--- config.mk ---
export PLATFORM = sky130hd
export DESIGN_NAME = pipe_stage_ctrl_flat
export DESIGN_NICKNAME = d
export VERILOG_FILES = /design/src/rtl/pipe_ctrl_pkg.sv /design/src/rtl/pipe_stage_ctrl_if.sv /design/src/rtl/pipe_data_reg.sv /design/src/rtl/pipe_stage_ctrl.sv /design/src/flat_wrapper.sv
export SDC_FILE = /design/constraint.sdc
export NUM_CORES = 1
export LEC_CHECK = 0
export BUFFER_PORTS_ARGS = -buffer_cell sky130_fd_sc_hd__buf_2
export CAP_MARGIN = 0
export CORE_ASPECT_RATIO = 1.25
export CORE_MARGIN = 3
export CORE_UTILIZATION = 48
export DETAILED_ROUTE_END_ITERATION = 7
export PLACE_DENSITY_LB_ADDON = 0.08
export SLEW_MARGIN = 20
export SYNTH_ARGS = -nofsm -noshare
export SYNTH_HDL_FRONTEND = slang
export SYNTH_SLANG_ARGS = --single-unit
export TNS_END_PERCENT = 30
--- constraint.sdc ---
create_clock -name clk -period 1.65 [get_ports clk]
set_input_delay 0.165 -clock clk [delete_from_list [all_inputs] [get_ports clk]]
set_output_delay 0.165 -clock clk [all_outputs]
set_load 0.01 [all_outputs]
--- src/rtl/pipe_ctrl_pkg.sv ---
// Shared types and defaults for the controlled pipeline stage.
package pipe_ctrl_pkg;

    localparam int DATA_W         = 20;
    localparam int HOLD_W_DEFAULT = 4;

    typedef enum logic [1:0] {
        ST_EMPTY = 2'd0,
        ST_BUSY  = 2'd1,
        ST_FULL  = 2'd2
    } state_t;

endpackage

--- src/rtl/pipe_stage_ctrl_if.sv ---
// Handshake, data and control bundle between a pipeline stage and its neighbours.
interface pipe_stage_ctrl_if #(
    parameter int WIDTH  = 20,
    parameter int HOLD_W = 4
);
    logic              in_valid;
    logic              in_ready;
    logic [WIDTH-1:0]  in_data;
    logic              out_valid;
    logic              out_ready;
    logic [WIDTH-1:0]  out_data;
    logic              flush;
    logic              hold_req;
    logic [HOLD_W-1:0] hold_cycles;
    logic [1:0]        count;
    logic              hold_active;

    // Side that drives words and control into the stage
    modport master (
        output in_valid, in_data, out_ready, flush, hold_req, hold_cycles,
        input  in_ready, out_valid, out_data, count, hold_active
    );

    // The stage itself
    modport slave (
        input  in_valid, in_data, out_ready, flush, hold_req, hold_cycles,
        output in_ready, out_valid, out_data, count, hold_active
    );
endinterface

--- src/rtl/pipe_data_reg.sv ---
// Plain WIDTH-bit data register with load enable, cleared by reset.
module pipe_data_reg #(
    parameter int WIDTH = 20
) (
    input  logic             clk,
    input  logic             rst_n,
    input  logic             i_load,
    input  logic [WIDTH-1:0] i_d,
    output logic [WIDTH-1:0] o_q
);
    logic [WIDTH-1:0] r_q;

    // Capture the input word when load is asserted
    always_ff @(posedge clk or negedge rst_n) begin
        if (!rst_n) begin
            r_q <= '0;
        end else if (i_load) begin
            r_q <= i_d;
        end
    end

    assign o_q = r_q;
endmodule

--- src/rtl/pipe_stage_ctrl.sv ---
// Pipeline stage with valid/ready handshake, one-entry skid buffer,
// synchronous flush and a programmable output hold.
//
//   state    | meaning
//   ---------+-------------------------------------------
//   ST_EMPTY | no word held
//   ST_BUSY  | main register holds one word
//   ST_FULL  | main holds the older word, skid the newer
module pipe_stage_ctrl
    import pipe_ctrl_pkg::*;
#(
    parameter int WIDTH  = DATA_W,
    parameter int HOLD_W = HOLD_W_DEFAULT
) (
    input  logic                 clk,
    input  logic                 rst_n,
    pipe_stage_ctrl_if.slave     bus
);
    state_t            r_state;
    logic [HOLD_W-1:0] r_hold_cnt;

    logic              w_hold_zero;
    logic              w_in_ready;
    logic              w_out_valid;
    logic              w_push;
    logic              w_pop;
    logic              w_main_load;
    logic              w_skid_load;
    logic [WIDTH-1:0]  w_main_d;
    logic [WIDTH-1:0]  w_main_q;
    logic [WIDTH-1:0]  w_skid_q;

    // Handshake qualifiers decoded from registers only, so in_ready has no
    // path from out_ready.
    assign w_hold_zero = (r_hold_cnt == '0);
    assign w_in_ready  = (r_state != ST_FULL);
    assign w_out_valid = (r_state != ST_EMPTY) && w_hold_zero;
    assign w_push      = bus.in_valid && w_in_ready;
    assign w_pop       = w_out_valid && bus.out_ready;

    // Main takes the skid word when draining from FULL, otherwise the input.
    // Flush suppresses every load; the data left behind is don't-care.
    assign w_main_load = !bus.flush &&
                         (((r_state == ST_EMPTY) && w_push) ||
                          ((r_state == ST_BUSY)  && w_push && w_pop) ||
                          ((r_state == ST_FULL)  && w_pop));
    assign w_skid_load = !bus.flush && (r_state == ST_BUSY) && w_push && !w_pop;
    assign w_main_d    = (r_state == ST_FULL) ? w_skid_q : bus.in_data;

    pipe_data_reg #(.WIDTH(WIDTH)) u_main_reg (
        .clk    (clk),
        .rst_n  (rst_n),
        .i_load (w_main_load),
        .i_d    (w_main_d),
        .o_q    (w_main_q)
    );

    pipe_data_reg #(.WIDTH(WIDTH)) u_skid_reg (
        .clk    (clk),
        .rst_n  (rst_n),
        .i_load (w_skid_load),
        .i_d    (bus.in_data),
        .o_q    (w_skid_q)
    );

    // Occupancy FSM; flush overrides any handshake in the same cycle
    always_ff @(posedge clk or negedge rst_n) begin
        if (!rst_n) begin
            r_state <= ST_EMPTY;
        end else if (bus.flush) begin
            r_state <= ST_EMPTY;
        end else begin
            case (r_state)
                ST_EMPTY: if (w_push) r_state <= ST_BUSY;
                ST_BUSY: begin
                    if (w_push && !w_pop)      r_state <= ST_FULL;
                    else if (!w_push && w_pop) r_state <= ST_EMPTY;
                end
                ST_FULL:  if (w_pop) r_state <= ST_BUSY;
                default:  r_state <= ST_EMPTY;
            endcase
        end
    end

    // Hold down-counter; a request while counting is dropped, not queued
    always_ff @(posedge clk or negedge rst_n) begin
        if (!rst_n) begin
            r_hold_cnt <= '0;
        end else if (bus.flush) begin
            r_hold_cnt <= '0;
        end else if (!w_hold_zero) begin
            r_hold_cnt <= r_hold_cnt - {{(HOLD_W-1){1'b0}}, 1'b1};
        end else if (bus.hold_req) begin
            r_hold_cnt <= bus.hold_cycles;
        end
    end

    assign bus.in_ready    = w_in_ready;
    assign bus.out_valid   = w_out_valid;
    assign bus.out_data    = w_main_q;
    assign bus.hold_active = !w_hold_zero;
    assign bus.count       = (r_state == ST_FULL) ? 2'd2 :
                             (r_state == ST_BUSY) ? 2'd1 : 2'd0;
endmodule

--- src/flat_wrapper.sv ---
// flat-port wrapper written by rule: the top's interface ports become plain ports
module pipe_stage_ctrl_flat import pipe_ctrl_pkg::*;
#(
    parameter int WIDTH  = DATA_W,
    parameter int HOLD_W = HOLD_W_DEFAULT
)
  (clk, rst_n, bus_in_valid, bus_in_data, bus_out_ready, bus_flush, bus_hold_req, bus_hold_cycles, bus_in_ready, bus_out_valid, bus_out_data, bus_count, bus_hold_active);
  pipe_stage_ctrl_if #(.WIDTH(WIDTH), .HOLD_W(HOLD_W)) bus_i ();
  input  logic clk;
  input  logic rst_n;
  input wire logic [$bits(bus_i.in_valid)-1:0] bus_in_valid;
  input wire logic [$bits(bus_i.in_data)-1:0] bus_in_data;
  input wire logic [$bits(bus_i.out_ready)-1:0] bus_out_ready;
  input wire logic [$bits(bus_i.flush)-1:0] bus_flush;
  input wire logic [$bits(bus_i.hold_req)-1:0] bus_hold_req;
  input wire logic [$bits(bus_i.hold_cycles)-1:0] bus_hold_cycles;
  output wire logic [$bits(bus_i.in_ready)-1:0] bus_in_ready;
  output wire logic [$bits(bus_i.out_valid)-1:0] bus_out_valid;
  output wire logic [$bits(bus_i.out_data)-1:0] bus_out_data;
  output wire logic [$bits(bus_i.count)-1:0] bus_count;
  output wire logic [$bits(bus_i.hold_active)-1:0] bus_hold_active;
  assign bus_i.in_valid = bus_in_valid;
  assign bus_i.in_data = bus_in_data;
  assign bus_i.out_ready = bus_out_ready;
  assign bus_i.flush = bus_flush;
  assign bus_i.hold_req = bus_hold_req;
  assign bus_i.hold_cycles = bus_hold_cycles;
  assign bus_in_ready = bus_i.in_ready;
  assign bus_out_valid = bus_i.out_valid;
  assign bus_out_data = bus_i.out_data;
  assign bus_count = bus_i.count;
  assign bus_hold_active = bus_i.hold_active;
  pipe_stage_ctrl #(.WIDTH(WIDTH), .HOLD_W(HOLD_W)) u_core (.clk(clk), .rst_n(rst_n), .bus(bus_i));
endmodule
==> impl_results.md, run 1 <==
* Core area at 0.00446 mm2
* Number of max-cap violations at 0
* Final setup violation count at 41
* Fill count at 349
* Post-synth top flop: dfrtp_1
* HP Start: bus_in_data[17]
* Critical path class: flip-flop to flip-flop
* Max Fclk at 558 MHz
* Crit path cell chain: inv_2, ha_4, nand4bb_4, a221oi_4, buf_6, buf_8, mux2_4
* Mux cell area share after synthesis at 0.333
* IO Port Bufs at 54
* Critical Path End Type: flip-flop
* RSZ-0062 raised after global routing: true
* Period Utilization, post-route at 1.09
* Die H at 82.6 um
* Distinct cells, synth at 31
* Leakage at 1.55 nW
* Clock Sinks at 46
* Post-synth top area cell: dfrtp_1
* Sum Neg Setup Slack at -3.99 ns
* FF+latch area at 0.00115 mm2
* Cell area after synthesis at 0.00225 mm2
* Via Count at 1541
* Routability Congestion at 0.761
* Setup WS post-layout at -0.144 ns
* Post-Synth XOR/XNOR Area at 0.00389
* Largest net degree at the start of global routing at 24
* Num ports at 55
* Critical path's slowest cell: dfrtp_1
* Worst-margin pin slew at 0.512 ns
* Crit path required time at 1.83 ns
* Detailed Route WL at 5130 um
* Slew Viols, Final at 0
* TritonRoute pass-1 iters at 4
* Critical-path maximum fanout at 5
* Hold WS at 0.112 ns
* Nets at 270
* Die W at 67.3 um
* Multi-input gate area at 0.00112 mm2
* Clk pin slew, worst setup/hold paths at 0.08 ns
* Slew headroom at 0.659
* Post-Syn Instances at 152
* Startpoint types: flip-flop
* Final min period at 1.79 ns
* Synthesis-stage register bit count at 46
* Die Area at 0.00556 mm2
* Synth Area in Adders at 0.0111
* DR DRC count at 0
* Area Overhead vs Synth at 35.5%
* Synthesized net count at 184
* Htree depth at 2
* Worst hold path class: input pin to flip-flop
* Initial Utilization at 0.505
* Clk_skew at 0.00594 ns
* First-pass GRT wire length at 7910 um
* Status: finished with violations
* Dpl cell area at 0.00271 mm2
* Dpl cells at 279
* Dpl hpwl at 3460 um
* Max stage delay on crit path at 0.40 ns
* Initial DRC Count at 34
* Largest family of logic cells by synthesized area: multiplexers
* Compound-cell area share of the yosys netlist at 0.0533
* Post-Synth Simple-Gate Area at 0.0533
* Crit path DAT at 1.97 ns
* Root buffer cell: clkbuf_8
* Failing checks: negative setup slack
* Yosys warning count at 0
* Clock latency on the worst-skew pair at 0.29 ns
* CTS tree: done
* Vias in the first global route at 1630
* Max Root-Sink Buffers at 2
* Top-area cell type share of the netlist area at 0.511
* Worst R2R Start: u_core.r_hold_cnt[0]
* CP Launch Point: u_core.r_hold_cnt[0]
* Wire per inst at 17.3 um
* Vias per cell at 5.21
* Synthesized area per cell at 14.8 um2
* Gr usage total at 0.194
* Rows at 27
* Total congestion overflow at 0
* Cell area power density at 1660 mW/mm2
* EDFF count, synth at 0
* Design area at 0.00305 mm2
* FFs w/ async S/R, synth at 1.00
* TritonCTS buffer count at 5
* Ant. Diodes at 0
* Final hold violation count at 0
* Post-synthesis sequential area ratio at 0.511
* Remaining antenna violation count after routing at 0
* Top area cells in the synthesized netlist: dfrtp_1, mux2_2, mux2_4
* Fin cells at 296
* Max IR drop VDD at 836 uV
* Antenna violations before repair at 0
* Most common cell in the netlist: dfrtp_1
* Post-synth top cells: dfrtp_1, mux2_2, mux2_4
* Share of cells above drive strength 1 at 0.672
critical path: cells and delay by family (launching register included):
family / cells / cell delay, ns
simple gates: 1 / 0.14
mux: 1 / 0.30
buf+inv: 3 / 0.40
fa+ha+maj: 1 / 0.14
flops: 1 / 0.40
compound gates: 1 / 0.29
sequential cells by signal, indices dropped and copies added (netlist names):
register and count:
u_core.u_main_reg.o_q 20, u_core.u_skid_reg.o_q 20, u_core.r_hold_cnt 4, u_core.r_state 2
metal layers:
| metal | part of all wire | track usage |
|---|---|---|
| met5 | 0 | 0 |
| met3 | 0.047 | 0.0474 |
| met2 | 0.53 | 0.344 |
| met1 | 0.41 | 0.227 |
| met4 | 0.014 | 0.0629 |
what timing repair did:
item,4_1_cts,5_1_grt
hold endpoints to repair,21,0
endpoints found under the setup margin,42,42
setup buffers,3,3
gates resized for setup,26,11
pin swaps,3,2
hold buffers,1,0
cloned,2,1
cells by family (layout without fill, tap and decap cells):
logic type	Yosys count	in the layout
mux	60	60
flops	46	46
simple gates	16	16
buf+inv	12	98
compound gates	15	15
xor+xnor	1	1
fa+ha+maj	2	2
path summary, 6_finish.rpt:
path | depth (start not counted) | end | slack, ns
max | 7 | u_core.u_main_reg.o_q[19] | -0.14
min | 2 | u_core.u_skid_reg.o_q[17] | 0.11
max reg2reg | 7 | u_core.u_main_reg.o_q[19] | -0.14
min reg2reg | 1 | u_core.u_skid_reg.o_q[10] | 0.51
max in group asynchronous | 3 | u_core.u_main_reg.o_q[3] | 0.67
min in group asynchronous | 2 | u_core.u_main_reg.o_q[7] | 0.38
cells in the final DEF (no fill, tap or decap), types with 2 or more instances in the layout:
cell type | netlist | routed
buf_2 | 2 | 53
inv_1 | 5 | 2
buf_6 | 4 | 5
dfrtp_1 | 46 | 46
clkbuf_8 | 0 | 6
buf_4 | 0 | 22
o21ai_0 | 2 | 2
mux2_2 | 40 | 20
nor2_1 | 4 | 4
buf_8 | 0 | 2
mux2_4 | 20 | 40
inv_2 | 1 | 4
a211oi_1 | 2 | 2
a21oi_1 | 4 | 4
area by class of cell:
cell class / instances / area share
flip-flops and latches: 46 / 0.377
repair buffers: 85 / 0.187
clock buffers: 6 / 0.0270
multi-input cells: 94 / 0.368
well taps: 58 / 0.0238
inverters: 6 / 0.00737
clock inverters: 1 / 0.00983
where the power goes:
group          switching [mW]  total [mW]  internal [mW]
Clock                   0.356       0.840          0.485
Combinational           0.836        2.24           1.41
Sequential              0.320        1.99           1.67
through the flow:
step	power, mW	worst slack (ns)	utilization
after floorplan	3.13	-0.117	-
after global placement	3.77	-0.160	0.609
after detailed placement	3.88	-0.203	0.609
after CTS	4.96	-0.142	0.664
after global routing	5.37	-0.190	0.685
final	5.07	-0.144	0.685
No activity file was read; power rests on OpenSTA's default activity.
==> inputs of run 2 (changes only) <==
- CORE_UTILIZATION: 48 -> 57
- GPL_ROUTABILITY_DRIVEN: unset -> 0
- clock period: 1.65 -> 2.2 ns (I/O delays scaled with it)
==> run 2 against run 1 <==
The flow now finishes without violations. First-iteration DRC count grew 2.9%. Sequential power is 25% lower. Combinational power down 43%. Fmax decreased by 12%. Sequential share of layout area up 4.7 points. Die area is 15% lower. Routed wire length down 16%. Design area shrank 11%. Clock power fell by 27%. Critical path type unchanged. Critical endpoint is now u_core.u_main_reg.o_q[3]. Largest power group is now sequential cells.
==> impl_results.md, run 2 (synthesized netlist as in run 1, its figures left out) <==
* Die H at 76.3 um
* Die W at 62.2 um
* Vias in the first global route at 1652
* Vias per cell at 5.43
* Detailed Route WL at 4310 um
* Rows at 24
* Root buffer cell: clkbuf_8
* Largest net degree at the start of global routing at 35
* Hold WS at 0.164 ns
* Multi-input gate area at 0.00103 mm2
* IO Port Bufs at 54
* Crit path DAT at 2.21 ns
* Final hold violation count at 0
* Clk_skew at 0.00281 ns
* Max Fclk at 492 MHz
* Most common cell after layout, fill and taps aside: buf_2
* Clk pin slew, worst setup/hold paths at 0.08 ns
* Overall power at 3.38 mW
* Max IR drop VDD at 760 uV
* Initial Utilization at 0.620
* Max stage delay on crit path at 0.44 ns
* Slew headroom at 0.721
* RSZ-0062 raised after global routing: false
* Total congestion overflow at 0
* CP top delay family: flip-flops
* Status: finished clean
* Die Area at 0.00475 mm2
* Wire per inst at 16.2 um
* Num ports at 55
* Critical path class: flip-flop to flip-flop
* Slew Viols, Final at 0
* FF+latch area at 0.00115 mm2
* Critical-path maximum fanout at 9
* Antenna violations before repair at 0
* Initial DRC Count at 35
* TritonCTS buffer count at 5
* Leakage at 1.30 nW
* Gr usage total at 0.202
* Hold Path Depth at 2
* Final min period at 2.03 ns
* Via Count at 1444
* Startpoint types: flip-flop
* Clk pwr share at 0.181
* Fill count at 245
* Internal power at 2.34 mW
* Max Root-Sink Buffers at 2
* Worst hold path class: input pin to flip-flop
* Seq pwr share at 0.442
* Worst-margin pin slew at 0.418 ns
* Clock Sinks at 46
* Htree depth at 2
* CP Depth at 6
* Fin cells at 266
* Dpl hpwl at 3080 um
* CP bufs+invs at 2
* Ant. Diodes at 0
* Logic pwr share at 0.377
* Critical path's slowest cell: dfrtp_1
* Crit path required time at 2.38 ns
* Core area at 0.00363 mm2
* Remaining antenna violation count after routing at 0
* Nets at 245
* Period Utilization, post-route at 0.923
* DR DRC count at 0
* Dpl cells at 257
* Net switching power at 1.03 mW
* R2R cell count at 6
* Cell area power density at 1240 mW/mm2
* Final setup violation count at 0
* TritonRoute pass-1 iters at 4
* Sum Neg Setup Slack at 0 ns
* Crit path cell chain: inv_1, ha_1, nand4bb_4, a221oi_4, buf_4, mux2_4
* Critical Path End Type: flip-flop
* Number of max-cap violations at 0
* Clock latency on the worst-skew pair at 0.30 ns
* Share of cells above drive strength 1 at 0.607
* Most frequent cells in the layout: buf_2, dfrtp_1, mux2_2
* Switching fraction of total power at 0.306
* Area Overhead vs Synth at 20.6%
* CTS tree: done
* First-pass GRT wire length at 7630 um
==> run 2: cell count changes in the layout (fill, tap and decap cells not counted), moves of 2 or more <==
cell / change
clkbuf_1: +2
buf_8: -2
buf_4: -19
inv_2: -3
mux2_2: +20
buf_6: -5
inv_1: +3
mux2_4: -20
==> run 2: worst paths after layout <==
kind | start | endpoint | slack (ns)
min reg2reg | u_core.u_skid_reg.o_q[17] | u_core.u_skid_reg.o_q[17] | 0.51
min | bus_in_data[9] | u_core.u_skid_reg.o_q[9] | 0.16
max in group asynchronous | rst_n | u_core.u_main_reg.o_q[18] | 1.14
min in group asynchronous | rst_n | u_core.u_skid_reg.o_q[9] | 0.34
max | u_core.r_hold_cnt[0] | u_core.u_main_reg.o_q[3] | 0.17
max reg2reg | u_core.r_hold_cnt[0] | u_core.u_main_reg.o_q[3] | 0.17
==> run 2: cell type report <==
class	count	area share
inverters	6	0.00829
clock buffers	7	0.0281
well taps	52	0.0239
clock inverters	1	0.0110
multi-input cells	94	0.379
flip-flops and latches	46	0.424
repair buffers	60	0.126
==> run 2: metal layers <==
layer  GRT usage  vias up  wire (um)
li1            -      666          -
met1       0.238      717       1760
met2       0.347       51       2210
met3      0.0369       10        234
met4       0.106        0         94
met5           0        -          0
==> run 2: worst register-to-register path: cells and delay by family (launching register included) <==
kind	cells	cell delay [ns]
AOI/OAI and AO/OA	1	0.37
adders and majority gates	1	0.26
buffers and inverters	2	0.37
DFF	1	0.44
muxes	1	0.32
and+or+nand+nor	1	0.17
==> run 2: power groups by stage <==
stage               Combinational, mW  Clock (mW)  Sequential, mW
floorplan                       0.806           0            1.54
global placement                 1.23           0            1.47
detailed placement               1.28           0            1.50
CTS                              1.29       0.629            1.49
global route                     1.39       0.671            1.55
finish                           1.27       0.612            1.49
==> run 2: through the flow <==
step | setup WS (ns) | util | area (um2)
6_report | 0.169 | 0.748 | 2720
5_1_grt | 0.0372 | 0.748 | 2720
4_1_cts | 0.0173 | 0.747 | 2710
3_5_place_dp | 0.190 | 0.715 | 2600
3_3_place_gp | 0.249 | 0.715 | 2600
2_1_floorplan | 0.396 | - | 2250
==> run 2: repair_timing <==
| item | in CTS | in global routing |
|---|---|---|
| endpoints found under the setup margin | 0 | 2 |
| hold buffers | 1 | 0 |
| setup buffers | 0 | 0 |
| endpoints found under the hold margin | 12 | 0 |
| resized for setup | 0 | 1 |
